<file path="src/rtl/mips_md_pkg.sv">
// Shared encodings and the conditional-negate helper for the MIPS multiply/divide unit.
package mips_md_pkg;

   localparam int MD_N = 32;

   typedef enum logic [1:0] {
      MD_MULTU = 2'b00,
      MD_MULT  = 2'b01,
      MD_DIVU  = 2'b10,
      MD_DIV   = 2'b11
   } md_op_e;

   typedef enum logic [1:0] {
      S_IDLE = 2'b00,
      S_CALC = 2'b01,
      S_FIX  = 2'b10
   } md_state_e;

   function automatic logic [MD_N-1:0] cond_neg(input logic [MD_N-1:0] v, input logic neg);
      return neg ? (~v + MD_N'(1)) : v;
   endfunction

endpackage

</file>
<file path="src/rtl/mult_div_unit.sv">
// Iterative radix-2 MULT/MULTU/DIV/DIVU with HI/LO; N+1 edges START->DONE (1 edge for divide by zero).
// No backpressure: the controller stalls on BUSY, and START/MTHI/MTLO are ignored while busy.
module mult_div_unit
   import mips_md_pkg::*;
#(
   parameter int N = MD_N
) (
   input  logic         CLK,
   input  logic         RST_N,
   input  logic         START,
   input  logic [1:0]   OP,
   input  logic [N-1:0] RS,
   input  logic [N-1:0] RT,
   input  logic         MTHI,
   input  logic         MTLO,
   input  logic [N-1:0] WDATA,
   output logic         BUSY,
   output logic         DONE,
   output logic         DIV0,
   output logic [N-1:0] HI,
   output logic [N-1:0] LO
);

   localparam int CW = $clog2(N + 1);

   md_state_e      state, state_nxt;
   logic           op_div;
   logic           neg_res, neg_rem;
   logic [CW-1:0]  cnt;
   logic [N-1:0]   opnd;
   logic [2*N-1:0] acc;

   logic           in_div, in_signed, rt_zero, s_rs, s_rt;
   logic [N-1:0]   mag_rs, mag_rt;
   logic [N:0]     msum, partial, dsub;
   logic [2*N-1:0] mult_nxt, div_nxt;
   logic [N-1:0]   quo_fix, rem_fix, prod_lo, prod_hi;

   assign in_div    = (OP == MD_DIVU) || (OP == MD_DIV);
   assign in_signed = (OP == MD_MULT) || (OP == MD_DIV);
   assign rt_zero   = (RT == '0);
   assign s_rs      = in_signed & RS[N-1];
   assign s_rt      = in_signed & RT[N-1];
   assign mag_rs    = cond_neg(RS, s_rs);
   assign mag_rt    = cond_neg(RT, s_rt);

   // Multiply: add multiplicand into the upper half when the multiplier LSB is set, then shift right.
   assign msum     = {1'b0, acc[2*N-1:N]} + {1'b0, (acc[0] ? opnd : {N{1'b0}})};
   assign mult_nxt = {msum, acc[N-1:1]};

   // Divide: {remainder, quotient} shifts left; the trial remainder needs N+1 bits for the compare.
   assign partial  = {acc[2*N-1:N], acc[N-1]};
   assign dsub     = partial - {1'b0, opnd};
   assign div_nxt  = (partial >= {1'b0, opnd}) ? {dsub[N-1:0], acc[N-2:0], 1'b1}
                                               : {partial[N-1:0], acc[N-2:0], 1'b0};

   assign quo_fix  = cond_neg(acc[N-1:0], neg_res);
   assign rem_fix  = cond_neg(acc[2*N-1:N], neg_rem);
   // Two's-complement of the 2N-bit product: the carry into the upper half exists only when the lower half is zero.
   assign prod_lo  = cond_neg(acc[N-1:0], neg_res);
   assign prod_hi  = !neg_res ? acc[2*N-1:N]
                   : (acc[N-1:0] == '0) ? cond_neg(acc[2*N-1:N], 1'b1) : ~acc[2*N-1:N];

   assign BUSY = (state != S_IDLE);

   always_ff @(posedge CLK) begin
      if (!RST_N) state <= S_IDLE;
      else        state <= state_nxt;
   end

   always_comb begin
      state_nxt = state;
      case (state)
         S_IDLE:  if (START) state_nxt = (in_div && rt_zero) ? S_FIX : S_CALC;
         S_CALC:  if (cnt == CW'(1)) state_nxt = S_FIX;
         S_FIX:   state_nxt = S_IDLE;
         default: state_nxt = S_IDLE;
      endcase
   end

   always_ff @(posedge CLK) begin
      if (!RST_N) begin
         op_div  <= 1'b0;
         neg_res <= 1'b0;
         neg_rem <= 1'b0;
         cnt     <= '0;
         opnd    <= '0;
         acc     <= '0;
         DONE    <= 1'b0;
         DIV0    <= 1'b0;
         HI      <= '0;
         LO      <= '0;
      end else begin
         DONE <= 1'b0;
         case (state)
            S_IDLE: begin
               if (START) begin
                  op_div <= in_div;
                  cnt    <= CW'(N);
                  DIV0   <= in_div & rt_zero;
                  if (in_div && rt_zero) begin
                     // Raw RS lands in HI and all-ones in LO through the unsigned divide path of FIX.
                     neg_res <= 1'b0;
                     neg_rem <= 1'b0;
                     opnd    <= '0;
                     acc     <= {RS, {N{1'b1}}};
                  end else begin
                     neg_res <= s_rs ^ s_rt;
                     neg_rem <= s_rs;
                     opnd    <= in_div ? mag_rt : mag_rs;
                     acc     <= {{N{1'b0}}, (in_div ? mag_rs : mag_rt)};
                  end
               end else begin
                  if (MTHI) HI <= WDATA;
                  if (MTLO) LO <= WDATA;
               end
            end
            S_CALC: begin
               acc <= op_div ? div_nxt : mult_nxt;
               cnt <= cnt - CW'(1);
            end
            S_FIX: begin
               DONE <= 1'b1;
               if (op_div) begin
                  HI <= rem_fix;
                  LO <= quo_fix;
               end else begin
                  HI <= prod_hi;
                  LO <= prod_lo;
               end
            end
            default: ;
         endcase
      end
   end

endmodule

</file>
<file path="config.mk">
export PLATFORM = sky130hd
export DESIGN_NAME = mult_div_unit
export DESIGN_NICKNAME = d
export VERILOG_FILES = /design/src/rtl/mips_md_pkg.sv /design/src/rtl/mult_div_unit.sv
export SDC_FILE = /design/constraint.sdc
export NUM_CORES = 1
export LEC_CHECK = 0
export CAP_MARGIN = 20
export CORE_MARGIN = 2
export CORE_UTILIZATION = 29
export DETAILED_ROUTE_END_ITERATION = 10
export HOLD_SLACK_MARGIN = 0.1
export MAX_ROUTING_LAYER = met4
export SLEW_MARGIN = 15
export SYNTH_ARGS = -nofsm -noshare
export SYNTH_HDL_FRONTEND = slang
export SYNTH_SLANG_ARGS = --single-unit
</file>
<file path="constraint.sdc">
create_clock -name CLK -period 5.55 [get_ports CLK]
set_input_delay 1.11 -clock CLK [delete_from_list [all_inputs] [get_ports CLK]]
set_output_delay 1.11 -clock CLK [all_outputs]
set_load 0.05 [all_outputs]
</file>
==> flow_metrics.tcl <==
set metrics [dict create \
    outcome "completed" \
    rsz0062_at_grt "false" \
    fmax_ghz 0.228 \
    drtAntennaViolNets 0 \
    pre_cts_slack_ps 863 \
    maxCapViolations 0 \
    coreArea_sq_um 51100 \
    detail_route.wl_per_cell_um 22.5 \
    antenna_found_initial 1 \
    finClkSkew_ps 14.7 \
    fin_area_sq_um 17900 \
    final_common_cell "nor2_1" \
    worstSetupStartpointType "input port" \
    place_congestion 0.955 \
    root_buffer "clkbuf_16" \
    multi_input_area_sq_um 10700 \
    critical_path_class "input port to register" \
    worst_hold_path_type "register to register" \
    slowest_stage "nor4bb_1" \
    cts_buffers 17 \
    vias_per_cell 5.71 \
    critPathArrivalTime_ps 4740 \
    port_buffers 169 \
    regArea_sq_um 3460 \
    cts_setup_buffers 0 \
    antenna-diode-count 0 \
    async_flop_share_pct 0 \
    min_to "opnd[7]" \
    post_cts_resized 0 \
    area_growth_pct 19.6 \
    first_iter_violations 1590 \
    num_rows 83 \
    cts_tree "done" \
    dr.pass1.iters 5 \
    clkPwrFrac_pct 22.0 \
    fin_nets 2286 \
    start_util_pct 29.2 \
    clkTransAtPathRegs_ps 80 \
    synth_area_sq_um 14900 \
    cts.sinks 173 \
    dpl-instance-area_sq_um 17300 \
    clockBufferDepth 2 \
    crit_path_end_kind "register" \
    path_max_fanout 5 \
    synth.distinct_cells 79 \
    die_area_sq_um 53400 \
    fin_tns_setup_ps 0 \
    vdd_drop_max_v 0.000228 \
    yosysTopAreaCell "dfxtp_1" \
    nFillCells 5416 \
    io_pins 170 \
    seq_power_share_pct 28.2 \
    r2r_start "acc[0]" \
    fin_total_pwr_mw 5.91 \
    drive_above_1_share_pct 5.93 \
    min_path_cells 2 \
    synth_flop_cell "dfxtp_1" \
    fin_ws_ps 1170 \
    grt_pass1_wl_um 93500 \
    comb_power_share_pct 49.8 \
    r2r_slack_ps 1390 \
    hold_viol 0 \
    worstPathRequired_ps 5910 \
    p_sw_share_pct 45.6 \
    worst_pin_slew_ps 1080 \
    synth_edf_count 0 \
    insertion_delay_ps 460 \
    fp.dieW_um 231 \
    min_period_ps 4380 \
    synth_top_area_share_pct 23.2 \
    ys_warn_count 0 \
    layout_common_cells "nor2_1, a21oi_1, dfxtp_1" \
    track_usage_pct 23.6 \
    dp_hpwl_um 49100 \
    switchingPower_mw 2.70 \
    avgSynthCellArea_sq_um 7.41 \
    grt_max_degree 96 \
    syn_inst 2015 \
    hold_path.startpoint "opnd[7]" \
    die_y_um 231 \
    rr_worst_depth 12 \
    synth_nets 2190 \
    h-tree-depth 4 \
    cp_common_cell "o21ai_0" \
    slowest_delay_ps 800 \
    first_global_vias 14631 \
    cellLeakagePower_nw 6.91 \
    power.density_nw_per_um2 331 \
    hold_buffers 0 \
    internal_power_mw 3.21 \
    slew-limit-headroom_pct 27.3 \
    synth.area.top_cells "dfxtp_1, a21oi_1, mux2i_1" \
    ys_seq_area_share_pct 23.2 \
    r2r_end "acc[63]" \
    overflow 0 \
    cp_cell_sequence "clkdlybuf4s50_1 > nor4_1 > nor4bb_1 > nand2_1 > o21ai_0 > xnor2_1 > o21ai_0 > a221oi_1 > a21o_2" \
    post-route-period-util_pct 78.9 \
    routed_wirelength_um 63100 \
    synth_seq_cells 173 \
    routed-via-count 16001 \
    setup_violations 0 \
    drv_slew 0 \
    drc 0 \
]
## worst max-delay path, delay by kind of cell
| family | cells | cell delay (ps) |
|---|---|---|
| compound gates | 4 | 1330 |
| xor+xnor | 1 | 160 |
| buf+inv | 1 | 500 |
| simple gates | 3 | 1650 |
## power by group through the flow
stage | registers [mW] | logic (mW) | clock network (mW)
finish | 1.67 | 2.95 | 1.30
global route | 1.69 | 3.16 | 1.36
CTS | 1.66 | 2.89 | 1.31
detailed placement | 1.69 | 2.88 | 0
global placement | 1.68 | 2.87 | 0
floorplan | 1.75 | 1.87 | 0
## final cells by class
class | count | share of cell area [%]
Clock buffer | 18 | 2.40
Clock inverter | 14 | 0.980
Inverter | 75 | 1.58
Timing Repair Buffer | 210 | 11.2
Tap cell | 680 | 4.76
Multi-Input combinational cell | 1634 | 59.7
Sequential cell | 173 | 19.4
## synth_stat cells, types with 16 or more instances
| cell type | instances |
|---|---|
| a211oi_1 | 93 |
| a21o_1 | 31 |
| a21oi_1 | 212 |
| a221oi_1 | 22 |
| a31oi_1 | 19 |
| and2_1 | 16 |
| clkbuf_1 | 111 |
| dfxtp_1 | 173 |
| ha_1 | 70 |
| inv_1 | 74 |
| mux2_2 | 22 |
| mux2i_1 | 104 |
| nand2_1 | 155 |
| nand3_1 | 23 |
| nor2_1 | 247 |
| nor2b_1 | 20 |
| nor3_1 | 42 |
| o21ai_0 | 147 |
| o31ai_1 | 17 |
| or3_1 | 18 |
| xnor2_1 | 99 |
| xor2_1 | 66 |
## sequential cells by signal, indices dropped and copies added, names as in the netlist
signal   flops
acc         64
HI          32
LO          32
opnd        32
cnt          6
state        2
DIV0         1
DONE         1
neg_rem      1
neg_res      1
op_div       1
## through the flow
stage / hold WS, ps / instances / utilization (%)
floorplan: 425 / 2015 / -
global placement: 443 / 2772 / 33.8
detailed placement: 448 / 2772 / 33.8
CTS: 458 / 2804 / 35.0
global route: 481 / 2804 / 35.0
finish: 458 / 2804 / 35.0
## logic make-up after synthesis
kind of cell               after synthesis  share of synthesized area (%)
xor gates and xnor gates               165                           9.67
muxes                                  126                           8.63
adders and majority gates               72                           6.13
and+or+nand+nor                        624                           19.6
buffers and inverters                  208                           5.61
AOI/OAI and AO/OA                      647                           27.2
DFF                                    173                           23.2
## worst max-delay path by stage
stage | startpoint | to | slack, ps
after floorplan | RT[2] | acc[63] | 2000
after global placement | RT[8] | acc[59] | 910
after detailed placement | RT[8] | acc[59] | 860
after CTS | RT[8] | acc[59] | 1330
after global routing | RT[8] | acc[59] | 1040
final | RT[8] | acc[21] | 1170
## routing by layer
metal  track usage, %  share of wire [%]
met2             34.0                 42
met3             4.03                8.8
met4             7.20                3.0
met1             33.5                 47
met5                -                  0
No activity file was read; power rests on OpenSTA's default activity.
